File: src/rtl/key_event_decoder.sv
// key_event_decoder
//
// Turns the debouncer's change strobe and stable key level into gesture
// events: short press, long press, double click and (optionally) auto-repeat
// while a long press is held. Each event is a registered one-cycle pulse.
//
// Optional feature macro: KEY_REPEAT_EN
//   defined   : HOLD counts REPEAT_CYC periods and pulses key_repeat
//   undefined : key_repeat is constant 0 and HOLD does not count
//
// Ports:
//   clk          system clock, single domain
//   rst_n        synchronous active-low reset
//   key_flag     one-cycle strobe: debounced key level changed
//   key_value    debounced key level (0 = pressed, 1 = released)
//   short_press  pulse: single short press completed
//   long_press   pulse: hold reached LONG_CYC
//   double_click pulse: second press released inside the window
//   key_repeat   pulse: auto-repeat while held after a long press
//   busy         high whenever the FSM is not IDLE
//
// Handshake: key_flag is a strobe with no back-pressure; key_value is only
// meaningful in a cycle where key_flag is high. Every output is a plain
// registered level/pulse with no acknowledge.
//
// The current state is held in state_q (typed enum) for checkers to bind to.

module key_event_decoder #(
  parameter int LONG_CYC   = 50_000_000,
  parameter int DBL_CYC    = 15_000_000,
  parameter int REPEAT_CYC = 10_000_000,
  parameter int CNT_W      = 26
) (
  input  logic clk,
  input  logic rst_n,
  input  logic key_flag,
  input  logic key_value,
  output logic short_press,
  output logic long_press,
  output logic double_click,
  output logic key_repeat,
  output logic busy
);

  typedef enum logic [2:0] {
    IDLE   = 3'd0,
    PRESS1 = 3'd1,
    HOLD   = 3'd2,
    WAIT2  = 3'd3,
    PRESS2 = 3'd4
  } state_t;

  localparam logic [CNT_W-1:0] LONG_LAST   = CNT_W'(LONG_CYC - 1);
  localparam logic [CNT_W-1:0] DBL_LAST    = CNT_W'(DBL_CYC - 1);
  localparam logic [CNT_W-1:0] REPEAT_LAST = CNT_W'(REPEAT_CYC - 1);

  state_t           state_q, state_d;
  logic [CNT_W-1:0] cnt_q, cnt_d;
  logic             short_d, long_d, dbl_d, rep_d, busy_d;

  logic press_ev, release_ev;
  assign press_ev   = key_flag & ~key_value;
  assign release_ev = key_flag &  key_value;

  always_comb begin
    state_d = state_q;
    cnt_d   = cnt_q;
    short_d = 1'b0;
    long_d  = 1'b0;
    dbl_d   = 1'b0;
    rep_d   = 1'b0;
    unique case (state_q)
      IDLE: begin
        // A release seen here is spurious and deliberately dropped.
        if (press_ev) begin
          state_d = PRESS1;
          cnt_d   = '0;
        end
      end
      PRESS1: begin
        // Release is checked first so it wins over the terminal count.
        if (release_ev) begin
          state_d = WAIT2;
          cnt_d   = '0;
        end else if (cnt_q == LONG_LAST) begin
          long_d  = 1'b1;
          state_d = HOLD;
          cnt_d   = '0;
        end else begin
          cnt_d = cnt_q + 1'b1;
        end
      end
      HOLD: begin
        if (release_ev) begin
          state_d = IDLE;
          cnt_d   = '0;
        end
`ifdef KEY_REPEAT_EN
        // Release above suppresses a repeat due in the same cycle.
        else if (cnt_q == REPEAT_LAST) begin
          rep_d = 1'b1;
          cnt_d = '0;
        end else begin
          cnt_d = cnt_q + 1'b1;
        end
`endif
      end
      WAIT2: begin
        // A second press coinciding with the timeout still counts.
        if (press_ev) begin
          state_d = PRESS2;
          cnt_d   = '0;
        end else if (cnt_q == DBL_LAST) begin
          short_d = 1'b1;
          state_d = IDLE;
          cnt_d   = '0;
        end else begin
          cnt_d = cnt_q + 1'b1;
        end
      end
      PRESS2: begin
        // Untimed: a held second press never becomes a long press.
        if (release_ev) begin
          dbl_d   = 1'b1;
          state_d = IDLE;
          cnt_d   = '0;
        end
      end
      default: begin
        state_d = IDLE;
        cnt_d   = '0;
      end
    endcase
    busy_d = (state_d != IDLE);
  end

  always_ff @(posedge clk) begin
    if (!rst_n) begin
      state_q      <= IDLE;
      cnt_q        <= '0;
      short_press  <= 1'b0;
      long_press   <= 1'b0;
      double_click <= 1'b0;
      busy         <= 1'b0;
    end else begin
      state_q      <= state_d;
      cnt_q        <= cnt_d;
      short_press  <= short_d;
      long_press   <= long_d;
      double_click <= dbl_d;
      busy         <= busy_d;
    end
  end

`ifdef KEY_REPEAT_EN
  always_ff @(posedge clk) begin
    if (!rst_n) key_repeat <= 1'b0;
    else        key_repeat <= rep_d;
  end
`else
  assign key_repeat = 1'b0;
  // Repeat period and strobe exist only for the optional feature.
  logic unused_repeat;
  assign unused_repeat = ^{REPEAT_LAST, rep_d};
`endif

endmodule
File: config.mk
export PLATFORM = sky130hd
export DESIGN_NAME = key_event_decoder
export DESIGN_NICKNAME = d
export VERILOG_FILES = /design/src/rtl/key_event_decoder.sv
export SDC_FILE = /design/constraint.sdc
export NUM_CORES = 1
export LEC_CHECK = 0
export BUFFER_PORTS_ARGS = -buffer_cell sky130_fd_sc_hd__clkbuf_2
export CAP_MARGIN = 20
export CORE_MARGIN = 2
export CORE_UTILIZATION = 53
export CTS_CLUSTER_DIAMETER = 80
export DETAILED_ROUTE_END_ITERATION = 6
export GPL_TIMING_DRIVEN = 0
export PLACE_DENSITY = 0.73
export SKIP_LAST_GASP = 1
export SLEW_MARGIN = 30
export SYNTH_ARGS = -nofsm -noshare
export SYNTH_HDL_FRONTEND = slang
export SYNTH_SLANG_ARGS = --single-unit
File: constraint.sdc
create_clock -name clk -period 2.05 [get_ports clk]
set_input_delay 0.1025 -clock clk [delete_from_list [all_inputs] [get_ports clk]]
set_output_delay 0.1025 -clock clk [all_outputs]
set_load 0.01 [all_outputs]
==> impl_metrics.prom, run 1 <==
# TYPE chip_impl_metric gauge
chip_impl_info{name="run_status",value="completed"} 1
chip_impl_info{name="timing.critical_path.slowest_stage_cell",value="sky130_fd_sc_hd__or4b_4"} 1
chip_impl_metric{name="finalSetupViolations",unit=""} 0
chip_impl_metric{name="yosys_warning_total",unit=""} 0
chip_impl_metric{name="synthDistinctLibCells",unit=""} 42
chip_impl_metric{name="worstPathArrival",unit="ns"} 2.24
chip_impl_metric{name="power",unit="mW"} 1.260
chip_impl_info{name="synth.cells.most_frequent",value="sky130_fd_sc_hd__dfxtp_1 (33), sky130_fd_sc_hd__nor2_1 (33), sky130_fd_sc_hd__nand2_1 (22), sky130_fd_sc_hd__xor2_1 (15), sky130_fd_sc_hd__nand3_1 (11)"} 1
chip_impl_metric{name="first_pass_iters",unit=""} 5
chip_impl_metric{name="synthesis.nets",unit=""} 202
chip_impl_info{name="min_to",value="long_press$_SDFF_PP0_"} 1
chip_impl_metric{name="core_region_area",unit="um^2"} 3003
chip_impl_info{name="worst_hold_path_type",value="primary input to register"} 1
chip_impl_metric{name="rows",unit=""} 20
chip_impl_metric{name="clock_tree.buffer_depth",unit=""} 2
chip_impl_metric{name="largest_net_degree_at_the_start_of_global_routing",unit=""} 11
chip_impl_metric{name="antenna_left",unit=""} 0
chip_impl_metric{name="timing.final.hold_violations",unit=""} 0
chip_impl_metric{name="pwr-share-clk",unit=""} 0.401
chip_impl_metric{name="cap_violations",unit=""} 0
chip_impl_metric{name="detailedPlacementHpwl",unit="um"} 2323
chip_impl_metric{name="cts_hold_buffers",unit=""} 0
chip_impl_info{name="worstPathCellList",value="buf_4 -> or4b_4 -> a31oi_4 -> and3_4 -> nand4_1 -> xor2_1 -> nor2_1"} 1
chip_impl_metric{name="postSynth.asyncResetShare",unit=""} 0
chip_impl_metric{name="grt_pass1_wl",unit="um"} 5692
chip_impl_metric{name="worst-endpoint-required",unit="ns"} 2.28
chip_impl_metric{name="grt_pass1_vias",unit=""} 1277
chip_impl_metric{name="insertion_delay",unit="ns"} 0.34
chip_impl_metric{name="syn-instance-count",unit=""} 197
chip_impl_metric{name="initial_utilization",unit=""} 0.5479
chip_impl_info{name="path_delay_family",value="simple AND/OR/NAND/NOR gates"} 1
chip_impl_info{name="cp-start-kind",value="register"} 1
chip_impl_metric{name="fp.dieArea",unit="um^2"} 3566
chip_impl_metric{name="timing.clock.skew",unit="ns"} 0.008091
chip_impl_metric{name="areal_power_density_over_the_cells",unit="nW/um^2"} 667.7
chip_impl_metric{name="cell_internal_pwr",unit="mW"} 0.9800
chip_impl_metric{name="synth_enable_flop_cells",unit=""} 0
chip_impl_info{name="grt_setup_unrepaired",value="true"} 1
chip_impl_metric{name="routed_wirelength",unit="um"} 3284
chip_impl_metric{name="p_seq_frac",unit=""} 0.518
chip_impl_metric{name="whs_path_depth",unit=""} 3
chip_impl_metric{name="power.switching_fraction",unit=""} 0.2221
chip_impl_metric{name="grtUsageMet2",unit=""} 0.3137
chip_impl_metric{name="maxClockFrequency",unit="GHz"} 0.4966
chip_impl_metric{name="numCtsBuffers",unit=""} 5
chip_impl_metric{name="synth_top_cell_area_share",unit=""} 0.4015
chip_impl_metric{name="cellLeakagePower",unit="nW"} 0.6492
chip_impl_info{name="ranking_of_synthesized_cells_by_area",value="sky130_fd_sc_hd__dfxtp_1 (40%), sky130_fd_sc_hd__xor2_1 (8.0%), sky130_fd_sc_hd__nor2_1 (7.5%)"} 1
chip_impl_metric{name="post_detailed_route_drc_marker_count",unit=""} 0
chip_impl_metric{name="drt_iter0_drc",unit=""} 105
chip_impl_metric{name="design.portCount",unit=""} 9
chip_impl_metric{name="crit_fanout",unit=""} 10
chip_impl_info{name="synth_top_flop_cell",value="sky130_fd_sc_hd__dfxtp_1"} 1
chip_impl_metric{name="cp_num_buf_inv",unit=""} 1
chip_impl_info{name="critical_path_sink_type",value="register"} 1
chip_impl_info{name="worstSetupPathType",value="register to register"} 1
chip_impl_metric{name="number_of_vias_per_cell",unit=""} 5.604
chip_impl_info{name="tritoncts",value="done"} 1
chip_impl_metric{name="portBuffers",unit=""} 7
chip_impl_info{name="end_of_the_worst_register_to_register_path",value="cnt_q[23]$_SDFFE_PN0P_"} 1
chip_impl_metric{name="post-route-util",unit=""} 0.6283
chip_impl_metric{name="antenna_cells_inserted",unit=""} 0
chip_impl_metric{name="switchingPower",unit="mW"} 0.2799
chip_impl_metric{name="globalRouteMet3Util",unit=""} 0.05844
chip_impl_metric{name="syn_to_final_growth",unit="%"} 14.68
chip_impl_metric{name="worst_r2r_path_depth",unit=""} 7
chip_impl_metric{name="synth_area_per_cell",unit="um^2"} 8.352
chip_impl_metric{name="worst_vdd_ir",unit="V"} 0.0004308
chip_impl_metric{name="synthesis.area",unit="um^2"} 1645
chip_impl_metric{name="fp.dieW",unit="um"} 59.72
chip_impl_metric{name="h-tree-depth",unit=""} 2
chip_impl_metric{name="post_route_cells_drive_above_1_share",unit=""} 0.1751
chip_impl_metric{name="globalRouteOverflowTotal",unit=""} 0
chip_impl_info{name="critical_path.reg2reg.startpoint",value="state_q[2]$_SDFF_PN0_"} 1
chip_impl_metric{name="final_max_slew_viol_count",unit=""} 0
chip_impl_info{name="yosysTopAreaCell",value="sky130_fd_sc_hd__dfxtp_1"} 1
chip_impl_metric{name="min_period_over_period",unit=""} 0.9824
chip_impl_metric{name="initial_antenna_violation_count",unit=""} 0
chip_impl_metric{name="via_count",unit=""} 1401
chip_impl_metric{name="final_period_minus_worst_setup_slack",unit="ns"} 2.014
chip_impl_metric{name="global_route.usage.met1",unit=""} 0.2913
chip_impl_metric{name="fillers",unit=""} 259
chip_impl_metric{name="reg2reg_setup_slack",unit="ns"} 0.04
chip_impl_metric{name="floorplan.die.height",unit="um"} 59.72
chip_impl_metric{name="synth_sequential_area_ratio",unit=""} 0.4015
chip_impl_metric{name="tritoncts_num_sinks",unit=""} 33
chip_impl_metric{name="cts.reportedPaths.clkPinSlew",unit="ns"} 0.10
chip_impl_metric{name="combPwrFrac",unit=""} 0.081
chip_impl_metric{name="nets",unit=""} 221
chip_impl_metric{name="hold-worst-slack",unit="ns"} 0.08818
chip_impl_info{name="grt-busiest-layer",value="met2"} 1
chip_impl_info{name="clock-root-buffer",value="sky130_fd_sc_hd__clkbuf_4"} 1
chip_impl_metric{name="wl_per_cell",unit="um"} 13.14
chip_impl_metric{name="yosys_register_bits",unit=""} 33
chip_impl_metric{name="slowest_stage_delay_cp",unit="ns"} 0.56
chip_impl_metric{name="finalWeightedCongestion",unit=""} 0.9258
chip_impl_info{name="hold_path.startpoint",value="rst_n"} 1
chip_impl_metric{name="grt_util_all_layers",unit=""} 0.2120
## metrics by stage
step | TNS (ns) | setup WS, ns | instances | instance area, um^2
final | 0 | 0.03611 | 250 | 1887
after global routing | -0.7219 | -0.05156 | 250 | 1887
after CTS | -0.01925 | -0.007998 | 248 | 1831
after detailed placement | -2.464 | -0.1287 | 237 | 1722
after global placement | -1.970 | -0.1057 | 237 | 1722
after floorplan | 0 | 0.1058 | 197 | 1645
## what timing repair did
item                       4_1_cts  5_1_grt
setup buffers                    3        3
hold endpoints to repair         0        0
gates resized for setup          1        9
setup endpoints to repair       22       25
pin swaps                        4        3
## registers in the layout (all words and copies together), names as in the netlist
signal / flops
cnt_q: 26
state_q: 3
busy: 1
double_click: 1
long_press: 1
short_press: 1
## per-layer routing
metal | share of wire | up-vias
met5 | 0 | -
met4 | 0.016 | 0
met3 | 0.053 | 7
met2 | 0.47 | 34
met1 | 0.46 | 646
li1 | - | 714
## area by class of cell
cell class / instances / area, um^2 / share of cell area
sequential: 33 / 661.9 / 0.3508
inverter: 3 / 11.26 / 0.005968
timing repair buffer: 13 / 80.08 / 0.04244
buffer: 5 / 41.29 / 0.02188
multi-input combinational: 155 / 965.9 / 0.5119
clock inverter: 1 / 30.03 / 0.01592
clock buffer: 7 / 55.05 / 0.02918
tap: 33 / 41.29 / 0.02188
## worst reg2reg max path, delay by kind of cell, from the launching register on
kind	cells	cell delay [ns]
AOI/OAI and AO/OA	1	0.28
xor gates and xnor gates	1	0.17
buffers and inverters	1	0.15
DFF	1	0.31
and+or+nand+nor	4	0.99
## power by group through the flow
stage | Clock [mW] | Sequential, mW | Combinational [mW]
6_report | 0.505 | 0.653 | 0.102
5_1_grt | 0.551 | 0.654 | 0.114
4_1_cts | 0.518 | 0.652 | 0.0990
3_5_place_dp | 0 | 0.667 | 0.0936
3_3_place_gp | 0 | 0.666 | 0.0916
2_1_floorplan | 0 | 0.667 | 0.0687
## worst max-delay path by stage
stage	end	cells after the start	slack, ns	from
global placement	cnt_q[24]$_SDFFE_PN0P_	7	-0.11	cnt_q[24]$_SDFFE_PN0P_
floorplan	cnt_q[0]$_SDFFE_PN0P_	7	0.11	cnt_q[24]$_SDFFE_PN0P_
detailed placement	cnt_q[23]$_SDFFE_PN0P_	7	-0.13	cnt_q[24]$_SDFFE_PN0P_
global route	cnt_q[25]$_SDFFE_PN0P_	7	-0.05	state_q[2]$_SDFF_PN0_
finish	cnt_q[23]$_SDFFE_PN0P_	7	0.04	state_q[2]$_SDFF_PN0_
CTS	cnt_q[23]$_SDFFE_PN0P_	7	-0.008	cnt_q[24]$_SDFFE_PN0P_
## cell usage in the layout (no fill, tap or decap), drive strengths merged
cell type	netlist	final
nand4b	1	1
buf	4	10
xnor2	8	8
and3	6	6
or4b	1	1
or4	1	1
nor3	6	6
a21oi	6	6
and4	3	3
nor3b	1	1
clkbuf	2	15
nor2b	2	2
conb	1	1
a31oi	3	3
nand3	12	12
o211ai	2	2
nor2	33	33
bufinv	0	1
and3b	1	1
inv	3	3
o21bai	1	1
xor2	15	15
or2	1	1
and2	1	1
nand2b	5	5
o21ai	9	9
nor4b	1	1
or3	1	1
dfxtp	33	33
nand4	6	6
o2bb2ai	1	1
nand2	22	22
o21a	1	1
ha	1	1
nor4	3	3
## cell families (layout without fill, tap and decap cells)
| family | after synthesis | in the layout | share of synthesized area |
|---|---|---|---|
| AND/OR/NAND/NOR | 107 | 107 | 0.3331 |
| flip-flops | 33 | 33 | 0.4015 |
| AO/OA/AOI/OAI | 23 | 23 | 0.1004 |
| XOR/XNOR | 23 | 23 | 0.1224 |
| buffers and inverters | 9 | 29 | 0.03270 |
| adder cells (fa/ha/maj) | 1 | 1 | 0.007603 |
| other | 1 | 1 | 0.002279 |
Note: power is estimated with default switching activity, not from simulation.
==> inputs of run 2 (changes only) <==
Settings changed: CTS_CLUSTER_DIAMETER 80 to 100, RECOVER_POWER from default to 25.
Clock period 2.05 ns to 1.7 ns, I/O delays scaled along.
==> impl_metrics.prom, run 2 (same netlist as run 1, synthesis figures left out) <==
# TYPE chip_impl_metric gauge
chip_impl_info{name="clock-root-buffer",value="sky130_fd_sc_hd__clkbuf_4"} 1
chip_impl_info{name="tritoncts",value="done"} 1
chip_impl_info{name="reg_top3",value="cnt_q: 26 flops, state_q: 3 flops"} 1
chip_impl_metric{name="min_period_over_period",unit=""} 1.190
chip_impl_metric{name="crit_fanout",unit=""} 10
chip_impl_metric{name="final_period_minus_worst_setup_slack",unit="ns"} 2.023
chip_impl_info{name="timing.critical_path.slowest_stage_cell",value="sky130_fd_sc_hd__or4_4"} 1
chip_impl_metric{name="grt_pass1_wl",unit="um"} 5892
chip_impl_metric{name="antenna_cells_inserted",unit=""} 0
chip_impl_metric{name="initial_utilization",unit=""} 0.5479
chip_impl_metric{name="cap_violations",unit=""} 0
chip_impl_metric{name="grt_util_all_layers",unit=""} 0.2217
chip_impl_info{name="layout.cells.most_common",value="sky130_fd_sc_hd__dfxtp_1"} 1
chip_impl_metric{name="worstPathArrival",unit="ns"} 2.26
chip_impl_metric{name="finalSetupViolations",unit=""} 27
chip_impl_metric{name="worst-slew-pin-transition",unit="ns"} 0.4976
chip_impl_metric{name="rows",unit=""} 20
chip_impl_metric{name="setup_tns",unit="ns"} -7.833
chip_impl_metric{name="finalWeightedCongestion",unit=""} 0.9662
chip_impl_info{name="path_delay_family",value="simple AND/OR/NAND/NOR gates"} 1
chip_impl_metric{name="first_pass_iters",unit=""} 4
chip_impl_info{name="most_flops_register",value="cnt_q"} 1
chip_impl_metric{name="worst_vdd_ir",unit="V"} 0.0005750
chip_impl_metric{name="areal_power_density_over_the_cells",unit="nW/um^2"} 704.0
chip_impl_metric{name="number_of_vias_per_cell",unit=""} 5.702
chip_impl_metric{name="postPlaceCellArea",unit="um^2"} 1734
chip_impl_metric{name="post_detailed_route_drc_marker_count",unit=""} 0
chip_impl_metric{name="number_of_flip_flops_in_the_largest_register",unit=""} 26
chip_impl_metric{name="numCtsBuffers",unit=""} 5
chip_impl_metric{name="timing.final.hold_violations",unit=""} 0
chip_impl_info{name="critical_path_sink_type",value="register"} 1
chip_impl_metric{name="post_route_cells_drive_above_1_share",unit=""} 0.2252
chip_impl_info{name="worstSetupPathType",value="register to register"} 1
chip_impl_metric{name="worst-endpoint-required",unit="ns"} 1.94
chip_impl_metric{name="wl_per_cell",unit="um"} 14.34
chip_impl_metric{name="timing.final.ws_setup",unit="ns"} -0.3232
chip_impl_metric{name="largest_net_degree_at_the_start_of_global_routing",unit=""} 11
chip_impl_metric{name="cellLeakagePower",unit="nW"} 0.6505
chip_impl_metric{name="via_count",unit=""} 1454
chip_impl_metric{name="fp.dieW",unit="um"} 59.72
chip_impl_metric{name="detailedPlacementHpwl",unit="um"} 2396
chip_impl_metric{name="finish.cell_count_without_fillers",unit=""} 255
chip_impl_metric{name="cts_hold_buffers",unit=""} 0
chip_impl_info{name="final_cell_mix",value="sky130_fd_sc_hd__dfxtp_1 (30), sky130_fd_sc_hd__nor2_1 (29), sky130_fd_sc_hd__nand2_1 (21)"} 1
chip_impl_metric{name="fp.dieArea",unit="um^2"} 3566
chip_impl_info{name="worst_hold_path_type",value="primary input to register"} 1
chip_impl_metric{name="core_region_area",unit="um^2"} 3003
chip_impl_metric{name="design.portCount",unit=""} 9
chip_impl_info{name="cp-start-kind",value="register"} 1
chip_impl_metric{name="slowest_stage_delay_cp",unit="ns"} 0.54
chip_impl_metric{name="tritoncts_num_sinks",unit=""} 33
chip_impl_info{name="violations",value="setup timing"} 1
chip_impl_metric{name="cp_num_buf_inv",unit=""} 1
chip_impl_metric{name="cts.reportedPaths.clkPinSlew",unit="ns"} 0.10
chip_impl_metric{name="globalRouteOverflowTotal",unit=""} 0
chip_impl_metric{name="grt_pass1_vias",unit=""} 1339
chip_impl_metric{name="h-tree-depth",unit=""} 2
chip_impl_metric{name="antenna_left",unit=""} 0
chip_impl_metric{name="initial_antenna_violation_count",unit=""} 0
chip_impl_metric{name="final_max_slew_viol_count",unit=""} 0
chip_impl_metric{name="maxClockFrequency",unit="GHz"} 0.4943
chip_impl_metric{name="clock_tree.buffer_depth",unit=""} 2
chip_impl_metric{name="nets",unit=""} 226
chip_impl_info{name="grt_setup_unrepaired",value="true"} 1
chip_impl_metric{name="dp_cells",unit=""} 237
chip_impl_metric{name="slew-limit-headroom",unit=""} 0.6668
chip_impl_metric{name="drt_iter0_drc",unit=""} 135
chip_impl_metric{name="syn_to_final_growth",unit="%"} 16.58
chip_impl_metric{name="postLayoutCellArea",unit="um^2"} 1918
chip_impl_info{name="run_status",value="complete, but fails checks"} 1
chip_impl_metric{name="routed_wirelength",unit="um"} 3656
chip_impl_metric{name="insertion_delay",unit="ns"} 0.35
chip_impl_metric{name="floorplan.die.height",unit="um"} 59.72
chip_impl_info{name="worstPathCellList",value="or4_4 -> nor4_4 -> nand4_1 -> o2bb2ai_2 -> o21ai_4 -> buf_6 -> nor2_1"} 1
chip_impl_metric{name="fillers",unit=""} 256
chip_impl_metric{name="timing.clock.skew",unit="ns"} 0.01856
chip_impl_metric{name="portBuffers",unit=""} 7
run 2: cell types whose count changed in the layout (fill, tap and decap cells not counted), moves of 2 or more:
cell / previous run / this run
sky130_fd_sc_hd__a21oi_1: 6 / 4
sky130_fd_sc_hd__buf_4: 8 / 13
sky130_fd_sc_hd__dfxtp_1: 32 / 30
sky130_fd_sc_hd__nor2_2: 0 / 4
sky130_fd_sc_hd__clkbuf_2: 7 / 5
sky130_fd_sc_hd__nor2_1: 33 / 29
sky130_fd_sc_hd__clkinv_2: 0 / 2
sky130_fd_sc_hd__a21oi_2: 0 / 2
sky130_fd_sc_hd__dfxtp_2: 1 / 3
sky130_fd_sc_hd__clkbuf_1: 2 / 4
run 2: layout make-up:
class                      instances  area (um^2)  area share
inverter                           3        11.26    0.005871
timing repair buffer              19        122.6     0.06393
sequential                        33        664.4      0.3464
buffer                             4        33.78     0.01761
tap                               33        41.29     0.02153
multi-input combinational        155        993.5      0.5179
clock buffer                       6        41.29     0.02153
clock inverter                     2        10.01    0.005219
run 2: through the flow:
| step | worst slack [ns] | hold WS [ns] | power [mW] | utilization |
|---|---|---|---|---|
| after global placement | -0.3797 | 0.4151 | 0.9157 | 0.5775 |
| after detailed placement | -0.4003 | 0.4243 | 0.9191 | 0.5775 |
| after floorplan | -0.1610 | 0.2109 | 0.8889 | - |
| after global routing | -0.4396 | 0.06939 | 1.410 | 0.6388 |
| after CTS | -0.2875 | 0.05700 | 1.350 | 0.6217 |
| final | -0.3232 | 0.06892 | 1.350 | 0.6388 |
run 2: final timing paths:
kind | slack, ns | depth (start not counted) | end | startpoint
min | 0.07 | 3 | long_press$_SDFF_PP0_ | rst_n
max reg2reg | -0.32 | 7 | cnt_q[10]$_SDFFE_PN0P_ | cnt_q[24]$_SDFFE_PN0P_
max | -0.32 | 7 | cnt_q[10]$_SDFFE_PN0P_ | cnt_q[24]$_SDFFE_PN0P_
min reg2reg | 0.48 | 2 | cnt_q[1]$_SDFFE_PN0P_ | cnt_q[1]$_SDFFE_PN0P_
run 2: worst register-to-register path: cells and delay by family (launching register included):
family	cells	cell delay, ns
flops	1	0.34
buf+inv	1	0.18
simple gates	4	0.96
compound gates	2	0.43
run 2: metal layers:
metal / up-vias / track usage / part of all wire
li1: 723 / - / -
met1: 683 / 0.2809 / 0.42
met3: 8 / 0.06277 / 0.059
met5: - / 0 / 0
met4: 0 / 0.1079 / 0.023
met2: 40 / 0.3447 / 0.50
run 2: report_power, final:
part           switching (mW)  total [mW]  internal [mW]  leakage [nW]
logic                  0.0808       0.138         0.0572         0.351
clock network           0.267       0.425          0.157        0.0320
registers             0.00651       0.788          0.781         0.268
run 2: timing repair:
item                       4_1_cts  5_1_grt
resized for setup                7       10
setup endpoints to repair       28       29
gates cloned                     1        0
setup buffers                    7        4
pin swaps                        6        3
==> inputs of run 3 (changes only) <==
Settings changed: REMOVE_ABC_BUFFERS from default to 1.
==> impl_metrics.prom, run 3 (same netlist as run 1, synthesis figures left out) <==
# TYPE chip_impl_metric gauge
chip_impl_metric{name="insertion_delay",unit="ns"} 0.34
chip_impl_metric{name="finish.cell_count_without_fillers",unit=""} 249
chip_impl_metric{name="initial_utilization",unit=""} 0.5479
chip_impl_metric{name="grt_pass1_vias",unit=""} 1409
chip_impl_metric{name="portBuffers",unit=""} 7
chip_impl_info{name="run_status",value="complete, but fails checks"} 1
chip_impl_metric{name="design.portCount",unit=""} 9
chip_impl_metric{name="wl_per_cell",unit="um"} 15.23
chip_impl_info{name="grt_setup_unrepaired",value="true"} 1
chip_impl_metric{name="worst_vdd_ir",unit="V"} 0.0004829
chip_impl_metric{name="drt_iter0_drc",unit=""} 136
chip_impl_info{name="crit_start",value="cnt_q[9]$_SDFFE_PN0P_"} 1
chip_impl_info{name="cp-start-kind",value="register"} 1
chip_impl_metric{name="rows",unit=""} 20
chip_impl_metric{name="dp_cells",unit=""} 231
chip_impl_metric{name="final_max_slew_viol_count",unit=""} 0
chip_impl_info{name="layout.cells.most_common",value="sky130_fd_sc_hd__dfxtp_1"} 1
chip_impl_metric{name="number_of_vias_per_cell",unit=""} 5.920
chip_impl_metric{name="grt_pass1_wl",unit="um"} 6161
chip_impl_info{name="tritoncts",value="done"} 1
chip_impl_metric{name="cap_violations",unit=""} 0
chip_impl_metric{name="antenna_left",unit=""} 0
chip_impl_metric{name="numCtsBuffers",unit=""} 5
chip_impl_metric{name="tritoncts_num_sinks",unit=""} 33
chip_impl_metric{name="fp.dieW",unit="um"} 59.72
chip_impl_metric{name="grt_util_all_layers",unit=""} 0.2338
chip_impl_metric{name="layout.area.seq",unit="um^2"} 665.6
chip_impl_metric{name="pwr-share-clk",unit=""} 0.345
chip_impl_metric{name="finalWeightedCongestion",unit=""} 0.8177
chip_impl_metric{name="floorplan.die.height",unit="um"} 59.72
chip_impl_metric{name="detailedPlacementHpwl",unit="um"} 2319
chip_impl_info{name="clock-root-buffer",value="sky130_fd_sc_hd__clkbuf_4"} 1
chip_impl_metric{name="crit_fanout",unit=""} 9
chip_impl_metric{name="first_pass_iters",unit=""} 4
chip_impl_metric{name="timing.clock.skew",unit="ns"} 0.007761
chip_impl_metric{name="p_seq_frac",unit=""} 0.549
chip_impl_metric{name="cell_internal_pwr",unit="mW"} 1.080
chip_impl_info{name="worstSetupPathType",value="register to register"} 1
chip_impl_metric{name="initial_antenna_violation_count",unit=""} 0
chip_impl_metric{name="worst_r2r_path_depth",unit=""} 7
chip_impl_metric{name="via_count",unit=""} 1474
chip_impl_info{name="reg_top3",value="cnt_q: 26 flops, state_q: 3 flops"} 1
chip_impl_metric{name="maxClockFrequency",unit="GHz"} 0.4961
chip_impl_metric{name="setup_tns",unit="ns"} -8.161
chip_impl_metric{name="fillers",unit=""} 247
chip_impl_info{name="worst_hold_path_type",value="primary input to register"} 1
chip_impl_metric{name="largest_net_degree_at_the_start_of_global_routing",unit=""} 11
chip_impl_info{name="critical_path_sink_type",value="register"} 1
chip_impl_metric{name="combPwrFrac",unit=""} 0.106
chip_impl_metric{name="routed_wirelength",unit="um"} 3793
chip_impl_metric{name="fp.dieArea",unit="um^2"} 3566
chip_impl_info{name="most_flops_register",value="cnt_q"} 1
chip_impl_metric{name="syn_to_final_growth",unit="%"} 21.60
chip_impl_metric{name="areal_power_density_over_the_cells",unit="nW/um^2"} 721.6
chip_impl_metric{name="final_period_minus_worst_setup_slack",unit="ns"} 2.016
chip_impl_metric{name="finalSetupViolations",unit=""} 29
chip_impl_info{name="end_of_the_worst_register_to_register_path",value="cnt_q[8]$_SDFFE_PN0P_"} 1
chip_impl_metric{name="timing.final.ws_setup",unit="ns"} -0.3159
chip_impl_info{name="critical_path.reg2reg.startpoint",value="cnt_q[9]$_SDFFE_PN0P_"} 1
chip_impl_metric{name="number_of_flip_flops_in_the_largest_register",unit=""} 26
chip_impl_metric{name="cts.reportedPaths.clkPinSlew",unit="ns"} 0.10
chip_impl_metric{name="post_detailed_route_drc_marker_count",unit=""} 0
chip_impl_metric{name="core_region_area",unit="um^2"} 3003
chip_impl_metric{name="clock_tree.buffer_depth",unit=""} 2
chip_impl_metric{name="timing.final.hold_violations",unit=""} 0
chip_impl_metric{name="post_route_cells_drive_above_1_share",unit=""} 0.2824
chip_impl_metric{name="nets",unit=""} 220
chip_impl_metric{name="worst-endpoint-required",unit="ns"} 1.93
chip_impl_metric{name="worstPathArrival",unit="ns"} 2.25
chip_impl_metric{name="min_period_over_period",unit=""} 1.186
chip_impl_metric{name="power.switching_fraction",unit=""} 0.2516
chip_impl_metric{name="cellLeakagePower",unit="nW"} 0.6420
chip_impl_metric{name="globalRouteOverflowTotal",unit=""} 0
chip_impl_metric{name="multi_input_logic_area",unit="um^2"} 1084
chip_impl_info{name="cp-endpoint",value="cnt_q[8]$_SDFFE_PN0P_"} 1
chip_impl_metric{name="switchingPower",unit="mW"} 0.3633
chip_impl_metric{name="antenna_cells_inserted",unit=""} 0
chip_impl_metric{name="place_ws",unit="ns"} -0.6585
chip_impl_metric{name="h-tree-depth",unit=""} 2
chip_impl_info{name="violations",value="setup timing"} 1
chip_impl_info{name="final_cell_mix",value="sky130_fd_sc_hd__dfxtp_1 (29), sky130_fd_sc_hd__nand2_1 (21), sky130_fd_sc_hd__nor2_1 (19)"} 1
chip_impl_metric{name="reg2reg_setup_slack",unit="ns"} -0.32
[run 3: cell count changes in the layout (fill, tap and decap cells not counted), moves of 2 or more]
| cell | delta |
|---|---|
| sky130_fd_sc_hd__nor2_4 | +3 |
| sky130_fd_sc_hd__nor3_1 | +2 |
| sky130_fd_sc_hd__buf_6 | +2 |
| sky130_fd_sc_hd__nor2_1 | -10 |
| sky130_fd_sc_hd__nor2_2 | +7 |
| sky130_fd_sc_hd__nor3_2 | -2 |
| sky130_fd_sc_hd__buf_4 | -9 |
| sky130_fd_sc_hd__clkbuf_1 | -3 |
| sky130_fd_sc_hd__clkbuf_8 | +2 |
[run 3: worst max-delay path: stages, from the launching register on]
cell	delay (ns)
sky130_fd_sc_hd__dfxtp_2	0.35
sky130_fd_sc_hd__or4_4	0.52
sky130_fd_sc_hd__nor4_4	0.20
sky130_fd_sc_hd__nand4_1	0.23
sky130_fd_sc_hd__o2bb2ai_4	0.22
sky130_fd_sc_hd__o21ai_4	0.19
sky130_fd_sc_hd__buf_12	0.15
sky130_fd_sc_hd__nor2_1	0.05
[run 3: through the flow]
stage          power, mW  instance area (um^2)  hold slack (ns)  utilization
2_1_floorplan     0.8736                  1603           0.2109            -
3_3_place_gp      0.8979                  1679           0.4301       0.5592
3_5_place_dp      0.9027                  1679           0.4383       0.5592
4_1_cts            1.435                  1902           0.1135       0.6333
5_1_grt            1.501                  2001           0.1319       0.6663
6_report           1.444                  2001           0.1435       0.6663
[run 3: what timing repair did]
action | 4_1_cts | 5_1_grt
setup endpoints to repair | 31 | 29
hold buffers | 0 | 0
gates resized for setup | 21 | 24
buffers inserted | 8 | 2
cloned | 1 | 0
pin swaps | 19 | 9
endpoints found under the hold margin | 0 | 0
[run 3: final cells by class]
type                       instances  area share
clock buffer                       7     0.03252
clock inverter                     1    0.002502
inverter                           3    0.005629
multi-input combinational        156      0.5416
sequential                        33      0.3327
tap                               33     0.02064
timing repair buffer              16     0.06442
[run 3: worst min-delay path by stage]
stage / from / to / slack [ns] / cells past startpoint
final: rst_n / long_press$_SDFF_PP0_ / 0.14 / 3
after global routing: rst_n / long_press$_SDFF_PP0_ / 0.13 / 3
after CTS: rst_n / long_press$_SDFF_PP0_ / 0.11 / 3
after detailed placement: rst_n / long_press$_SDFF_PP0_ / 0.44 / 3
after global placement: rst_n / long_press$_SDFF_PP0_ / 0.43 / 3
after floorplan: rst_n / long_press$_SDFF_PP0_ / 0.21 / 2
[run 3: routing by layer]
| layer | global-route usage | part of all wire | up-vias |
|---|---|---|---|
| met3 | 0.07143 | 0.042 | 14 |
| li1 | - | - | 715 |
| met5 | 0 | 0 | - |
| met1 | 0.2716 | 0.43 | 706 |
| met4 | 0.08571 | 0.028 | 0 |
| met2 | 0.4022 | 0.50 | 39 |
[run 3: power groups by stage]
| stage | sequential (mW) | combinational [mW] | clock, mW |
|---|---|---|---|
| 2_1_floorplan | 0.808 | 0.0654 | 0 |
| 3_3_place_gp | 0.808 | 0.0895 | 0 |
| 5_1_grt | 0.794 | 0.162 | 0.545 |
| 6_report | 0.793 | 0.153 | 0.499 |
| 4_1_cts | 0.792 | 0.135 | 0.508 |
| 3_5_place_dp | 0.810 | 0.0928 | 0 |
